File: config.mk
export PLATFORM = sky130hd
export DESIGN_NAME = timer_ctrl_gen
export DESIGN_NICKNAME = d
export VERILOG_FILES = /design/src/rtl/timer_ctrl_pkg.sv /design/src/rtl/timer_repeat_cnt.sv /design/src/rtl/timer_ctrl_gen.sv
export SDC_FILE = /design/constraint.sdc
export NUM_CORES = 1
export LEC_CHECK = 0
export BUFFER_PORTS_ARGS = -buffer_cell sky130_fd_sc_hd__buf_2
export CORE_ASPECT_RATIO = 1.2
export CORE_MARGIN = 4
export CORE_UTILIZATION = 45
export DETAILED_ROUTE_END_ITERATION = 6
export PLACE_DENSITY = 0.66
export SYNTH_ARGS = -nofsm -noshare
export SYNTH_HDL_FRONTEND = slang
export SYNTH_HIERARCHICAL = 1
export SYNTH_SLANG_ARGS = --single-unit
File: constraint.sdc
create_clock -name clk -period 3.2 [get_ports clk]
set_clock_uncertainty 0.15 [all_clocks]
set_input_delay 0.48 -clock clk [delete_from_list [all_inputs] [get_ports clk]]
set_output_delay 0.48 -clock clk [all_outputs]
set_load 0.01 [all_outputs]
File: src/rtl/timer_ctrl_pkg.sv
// Shared encodings for the stopwatch/timer control FSM: states, UART command bytes
// and the command priority used to arbitrate coincident events.
package timer_ctrl_pkg;

  typedef enum logic [1:0] {
    STOP   = 2'd0,
    RUN    = 2'd1,
    HOLD_U = 2'd2,
    HOLD_D = 2'd3
  } state_t;

  localparam logic [7:0] CMD_R = 8'h52;
  localparam logic [7:0] CMD_L = 8'h4C;
  localparam logic [7:0] CMD_U = 8'h55;
  localparam logic [7:0] CMD_D = 8'h44;
  localparam logic [7:0] CMD_F = 8'h46;
  localparam logic [7:0] CMD_M = 8'h4D;
  localparam logic [7:0] CMD_S = 8'h53;

  typedef enum logic [3:0] {
    PRI_NONE = 4'd0,
    PRI_S    = 4'd1,
    PRI_TC   = 4'd2,
    PRI_R    = 4'd3,
    PRI_L    = 4'd4,
    PRI_U    = 4'd5,
    PRI_D    = 4'd6,
    PRI_F    = 4'd7,
    PRI_M    = 4'd8
  } cmd_pri_t;

  function automatic cmd_pri_t pick_cmd(input logic s, input logic t, input logic r,
                                        input logic l, input logic u, input logic d,
                                        input logic f, input logic m);
    if (s) return PRI_S;
    if (t) return PRI_TC;
    if (r) return PRI_R;
    if (l) return PRI_L;
    if (u) return PRI_U;
    if (d) return PRI_D;
    if (f) return PRI_F;
    if (m) return PRI_M;
    return PRI_NONE;
  endfunction

endpackage

File: src/rtl/timer_repeat_cnt.sv
// Loadable down-counter for button auto-repeat; expire flags the cycle the count
// sits at zero while enabled, and the owner reloads it in that same cycle.
module timer_repeat_cnt #(
  parameter int W = 3
) (
  input  logic         clk,
  input  logic         rst,
  input  logic         load,
  input  logic [W-1:0] load_val,
  input  logic         en,
  output logic         expire
);

  logic [W-1:0] r_cnt;

  assign expire = en && (r_cnt == '0);

  always_ff @(posedge clk or negedge rst) begin
    if (!rst) begin
      r_cnt <= '0;
    end else if (load) begin
      r_cnt <= load_val;
    end else if (en && (r_cnt != '0)) begin
      r_cnt <= r_cnt - W'(1);
    end
  end

endmodule

File: src/rtl/timer_ctrl_gen.sv
// Stopwatch/timer control FSM: merges button edges and UART bytes into one prioritised
// command stream and drives run/clear/inc/dec/done strobes for the counter datapath.
//
// state  | meaning
// STOP   | idle; accepts R, L, U, D, F/C, M
// RUN    | counting; only S, tc (count-down) and R act
// HOLD_U | U button held; auto-repeat inc strobes until release or S
// HOLD_D | D button held; auto-repeat dec strobes until release or S
module timer_ctrl_gen
  import timer_ctrl_pkg::*;
#(
  parameter int NUM_FIELD        = 3,
  parameter int REPEAT_DELAY_CYC = 50_000_000,
  parameter int REPEAT_RATE_CYC  = 10_000_000,
  localparam int FW = (NUM_FIELD > 1) ? $clog2(NUM_FIELD) : 1
) (
  input  logic                 clk,
  input  logic                 rst,
  input  logic                 btn_R,
  input  logic                 btn_L,
  input  logic                 btn_U,
  input  logic                 btn_D,
  input  logic                 btn_C,
  input  logic                 rx_valid,
  input  logic [7:0]           rx_data,
  input  logic                 tc,
  output logic                 run_stop,
  output logic                 clear,
  output logic [NUM_FIELD-1:0] inc,
  output logic [NUM_FIELD-1:0] dec,
  output logic [FW-1:0]        field_sel,
  output logic                 count_dir,
  output logic                 done
);

  localparam int MAXC = (REPEAT_DELAY_CYC > REPEAT_RATE_CYC) ? REPEAT_DELAY_CYC : REPEAT_RATE_CYC;
  localparam int CW   = (MAXC > 1) ? $clog2(MAXC) : 1;

  state_t                r_state;
  logic [4:0]            r_btn_q;
  logic                  r_arm;
  logic                  r_run_stop;
  logic                  r_clear;
  logic                  r_done;
  logic [NUM_FIELD-1:0]  r_inc;
  logic [NUM_FIELD-1:0]  r_dec;
  logic [FW-1:0]         r_field_sel;
  logic                  r_count_dir;

  logic [4:0]            w_btn;
  logic [4:0]            w_rise;
  logic                  w_ev_s, w_ev_tc, w_ev_r, w_ev_l, w_ev_u, w_ev_d, w_ev_f, w_ev_m;
  cmd_pri_t              w_win;
  logic [NUM_FIELD-1:0]  w_onehot;
  logic                  w_hold_btn;
  logic                  w_cnt_en;
  logic                  w_enter_hold;
  logic                  w_cnt_load;
  logic [CW-1:0]         w_cnt_val;
  logic                  w_expire;

  // Bit order {C, D, U, L, R}. Edges are masked in the first cycle after reset so a
  // button already held at reset release never counts as a new press.
  assign w_btn  = {btn_C, btn_D, btn_U, btn_L, btn_R};
  assign w_rise = w_btn & ~r_btn_q & {5{r_arm}};

  assign w_ev_s  = rx_valid && (rx_data == CMD_S);
  assign w_ev_tc = tc && r_count_dir && (r_state == RUN);
  assign w_ev_r  = w_rise[0] || (rx_valid && (rx_data == CMD_R));
  assign w_ev_l  = w_rise[1] || (rx_valid && (rx_data == CMD_L));
  assign w_ev_u  = w_rise[2] || (rx_valid && (rx_data == CMD_U));
  assign w_ev_d  = w_rise[3] || (rx_valid && (rx_data == CMD_D));
  assign w_ev_f  = w_rise[4] || (rx_valid && (rx_data == CMD_F));
  assign w_ev_m  = rx_valid && (rx_data == CMD_M);

  assign w_win = pick_cmd(w_ev_s, w_ev_tc, w_ev_r, w_ev_l, w_ev_u, w_ev_d, w_ev_f, w_ev_m);

  always_comb begin
    w_onehot = '0;
    for (int i = 0; i < NUM_FIELD; i++) begin
      w_onehot[i] = (r_field_sel == FW'(i));
    end
  end

  assign w_hold_btn   = ((r_state == HOLD_U) && btn_U) || ((r_state == HOLD_D) && btn_D);
  assign w_cnt_en     = w_hold_btn && !w_ev_s;
  assign w_enter_hold = (r_state == STOP) &&
                        (((w_win == PRI_U) && w_rise[2]) || ((w_win == PRI_D) && w_rise[3]));
  assign w_cnt_load   = w_enter_hold || w_expire;
  assign w_cnt_val    = w_enter_hold ? CW'(REPEAT_DELAY_CYC - 1) : CW'(REPEAT_RATE_CYC - 1);

  timer_repeat_cnt #(.W(CW)) u_repeat_cnt (
    .clk      (clk),
    .rst      (rst),
    .load     (w_cnt_load),
    .load_val (w_cnt_val),
    .en       (w_cnt_en),
    .expire   (w_expire)
  );

  always_ff @(posedge clk or negedge rst) begin
    if (!rst) begin
      r_state     <= STOP;
      r_btn_q     <= '0;
      r_arm       <= 1'b0;
      r_run_stop  <= 1'b0;
      r_clear     <= 1'b0;
      r_done      <= 1'b0;
      r_inc       <= '0;
      r_dec       <= '0;
      r_field_sel <= '0;
      r_count_dir <= 1'b0;
    end else begin
      r_btn_q <= w_btn;
      r_arm   <= 1'b1;
      r_clear <= 1'b0;
      r_done  <= 1'b0;
      r_inc   <= '0;
      r_dec   <= '0;
      case (r_state)
        STOP: begin
          case (w_win)
            PRI_R: begin
              r_state    <= RUN;
              r_run_stop <= 1'b1;
            end
            PRI_L: r_clear <= 1'b1;
            PRI_U: begin
              r_inc <= w_onehot;
              if (w_rise[2]) r_state <= HOLD_U;
            end
            PRI_D: begin
              r_dec <= w_onehot;
              if (w_rise[3]) r_state <= HOLD_D;
            end
            PRI_F: begin
              if (r_field_sel == FW'(NUM_FIELD - 1)) r_field_sel <= '0;
              else                                   r_field_sel <= r_field_sel + FW'(1);
            end
            PRI_M:   r_count_dir <= ~r_count_dir;
            default: ;
          endcase
        end
        RUN: begin
          if ((w_win == PRI_S) || (w_win == PRI_R)) begin
            r_state    <= STOP;
            r_run_stop <= 1'b0;
          end else if (w_win == PRI_TC) begin
            r_state    <= STOP;
            r_run_stop <= 1'b0;
            r_done     <= 1'b1;
          end
        end
        HOLD_U, HOLD_D: begin
          if (!w_cnt_en) begin
            r_state <= STOP;
          end else if (w_expire) begin
            if (r_state == HOLD_U) r_inc <= w_onehot;
            else                   r_dec <= w_onehot;
          end
        end
        default: begin
          r_state    <= STOP;
          r_run_stop <= 1'b0;
        end
      endcase
    end
  end

  assign run_stop  = r_run_stop;
  assign clear     = r_clear;
  assign inc       = r_inc;
  assign dec       = r_dec;
  assign field_sel = r_field_sel;
  assign count_dir = r_count_dir;
  assign done      = r_done;

endmodule

==> impl_metrics.yaml <==
pwr:
  standby_leakage_power_nw: 1.357
  max_ir_drop_vdd_mv: 0.3178
  cellPowerDensity_nw_per_um2: 646.5
  p_total_mw: 2.058
yosys:
  netlist.top_cell.by_area: "dfrtp_1"
  yosys-top-cells-count: "46 x dfrtp_1, 32 x nand2_1, 22 x o21ai_0, 17 x nor2_1, 11 x o211ai_1"
  synthesis.yosys.warnings: 6
  cells_taking_the_most_area_after_synthesis: "dfrtp_1 42%, nand2_1 4.4%, o21ai_0 4.0%, o211ai_1 3.0%, xor2_1 2.6%"
  post-synth-top-count-cell: "dfrtp_1"
  synth_cell_types: 66
  yosys_most_used_dff: "dfrtp_1"
  synth_sequential_area_ratio_pct: 42.14
  asyncSetResetFlopFracSynth_pct: 100.0
  ys_ff_latch: 46
  post_synth.cell_area_avg_um2: 9.386
  synthesis.area_um2: 2731
  yosysTopAreaCellShare_pct: 42.14
  synth_edf_count: 0
  syn_inst: 291
clocking:
  clkSinkCount: 46
  cts_inserted_buffers: 5
  clk_transition_reported_paths_ps: 80
  cts_tree: "yes"
  worstSkewPairLatency_ps: 300
  ctsLongestPathBuffers: 2
  cts_hold_bufs: 0
  cts.root.buffer_cell: "clkbuf_8"
  htree_num_levels: 2
worst_setup_path:
  worst_setup_path_start_kind: "flop"
  critical_path_peak_fanout: 15
  timing.critical_path.required_ps: 3240
  setup.worst_path.end_class: "flop"
  critical_path_arrival_ps: 3000
  timing_worst_setup_path_type: "reg -> reg"
layout:
  nets: 363
  fin_cells: 426
  drive_above_1_share_pct: 20.52
  layout.filler_cells: 552
  finish.utilization_pct: 55.06
  seq_cell_area_um2: 1151
  multi_input_area_um2: 1555
  antenna-diode-count: 0
  relative_area_change_from_synthesis_to_final_layout_pct: 16.54
grt:
  grt_first_pass_wirelength_um: 10800
  grt-ovfl-total: 0
  gr-usage-all-layers_pct: 18.10
  grt_antenna_before_repair: 0
  first_global_vias: 2284
  grt_start_max_net_pins: 47
timing:
  grt_setup_unrepaired: "no"
  min_period_ps: 2967
  max_slew.worst_pin.slew_ps: 1017
  post-route-period-util_pct: 92.71
  setup_viol_count_final: 0
  timing.final.max_slew_violations: 0
  timing.setup.tns_ps: 0
  hold_slack_ps: 154.7
  final_hold_violation_count: 0
  worst_slew_slack_as_a_fraction_of_its_limit_pct: 32.18
  maxClockFrequency_ghz: 0.3371
hold_path:
  worst_hold_path_type: "in -> reg"
die:
  initial_utilization_pct: 47.25
  placementRows: 30
  boundaryPins: 29
  die_y_um: 93.35
  dieWidth_um: 79.12
  floorplan.core_area_um2: 5781
  die-area_um2: 7385
routing:
  drt-initial-drc-count: 105
  tritonroute_pass_1_iters: 4
  drt_wl_total_um: 6206
  avgViaCountPerCell: 5.556
  route.antenna.remaining_nets: 0
  drc_errors: 0
  via_total_after_detailed_routing: 2367
  detail_route.wl_per_cell_um: 14.57
placed_design:
  detailedPlacementHpwl_um: 4474
  placedCellCount: 417
  gp_congestion: 0.9194
  port_buffers: 28
job:
  drv.max_cap_violation_count: 0
status:
  status: "finished, final reports clean"
## state kept, by name, summed over array words and instances (netlist names)
signal              cells
r_btn_q                 5
done                    1
u_repeat_cnt/r_cnt     26
run_stop                1
dec                     3
r_state                 2
count_dir               1
clear                   1
inc                     3
r_arm                   1
field_sel               2
## worst paths after layout
check	startpoint	endpoint	slack [ps]	depth (start not counted)
min in group asynchronous	rst	u_repeat_cnt/r_cnt[0]	190	1
max in group asynchronous	rst	u_repeat_cnt/r_cnt[18]	2070	1
worst max-delay path	u_repeat_cnt/r_cnt[15]	u_repeat_cnt/r_cnt[18]	230	8
worst min-delay path	btn_L	r_btn_q[1]	150	1
worst min register to register	count_dir	count_dir	380	1
worst max register to register	u_repeat_cnt/r_cnt[15]	u_repeat_cnt/r_cnt[18]	230	8
## logic make-up (layout without fill, tap and decap cells)
logic type / Yosys count / count (layout) / share of synthesized area (%)
flops: 46 / 46 / 42.14
xor+xnor: 14 / 14 / 4.489
other cells: 2 / 19 / 0.2750
mux: 4 / 4 / 1.786
compound gates: 68 / 68 / 18.32
fa+ha+maj: 1 / 1 / 0.4580
simple gates: 135 / 135 / 29.27
buf+inv: 21 / 59 / 3.253
## timing repair
| action | in CTS | in global routing |
|---|---|---|
| gates resized for setup | 0 | 1 |
| setup endpoints to repair | 0 | 1 |
| buffers inserted | 0 | 1 |
## final cells by class
class / count / area share [%]
clock buffers: 5 / 2.162
clock inverters: 3 / 0.6682
inverters: 8 / 1.061
multi-input cells: 241 / 48.86
flip-flops and latches: 46 / 36.16
well taps: 80 / 3.145
repair buffers: 43 / 7.940
## worst max-delay path: stages, from the launching register on
cell and delay (ps):
dfrtp_1 440, or4_4 580, nor4_2 340, nand2_1 140
nor3_1 240, nand2b_1 340, clkinvlp_4 130, buf_4 200
mux2_2 270
## cell usage in the layout (no fill, tap or decap), types with 3 or more instances in the layout
master    count
conb_1       19
inv_1         7
a31oi_1       3
nor3_1        8
buf_4        15
nand4_1       5
buf_2        28
or4_1         8
nand2_1      32
nand3b_1      6
clkbuf_8      5
a21oi_1       4
dfrtp_1      46
xnor2_1       6
o211ai_1     11
a311oi_1      3
mux2_2        3
nor2_1       17
xor2_1        8
o21ai_0      22
nand3_1      10
or3_1         5
nand2b_1      4
and2_1        4
nor2b_1       4
nor4_1        5
## power by group
group,internal (mW),leakage (nW),switching (mW)
Combinational,0.341,0.739,0.370
Sequential,0.767,0.573,0.220
Clock,0.154,0.0441,0.206
## stage by stage
| stage | instance area, um2 | setup slack, ps |
|---|---|---|
| floorplan | 2795 | 209.1 |
| global placement | 3082 | 252.1 |
| detailed placement | 3082 | 202.8 |
| CTS | 3172 | 213.5 |
| global route | 3183 | 10.28 |
| finish | 3183 | 233.2 |
## per-layer routing
metal  track usage [%]  part of all wire [%]  wire length (um)  vias up
li1                  -                     -                 -     1178
met1             22.98                    44              2724     1132
met2             30.90                    51              3155       47
met3             3.083                   3.5               218       10
met4             6.304                   1.7               108        0
met5                 0                     0                 0        -
(Power assumes the default switching activity.)
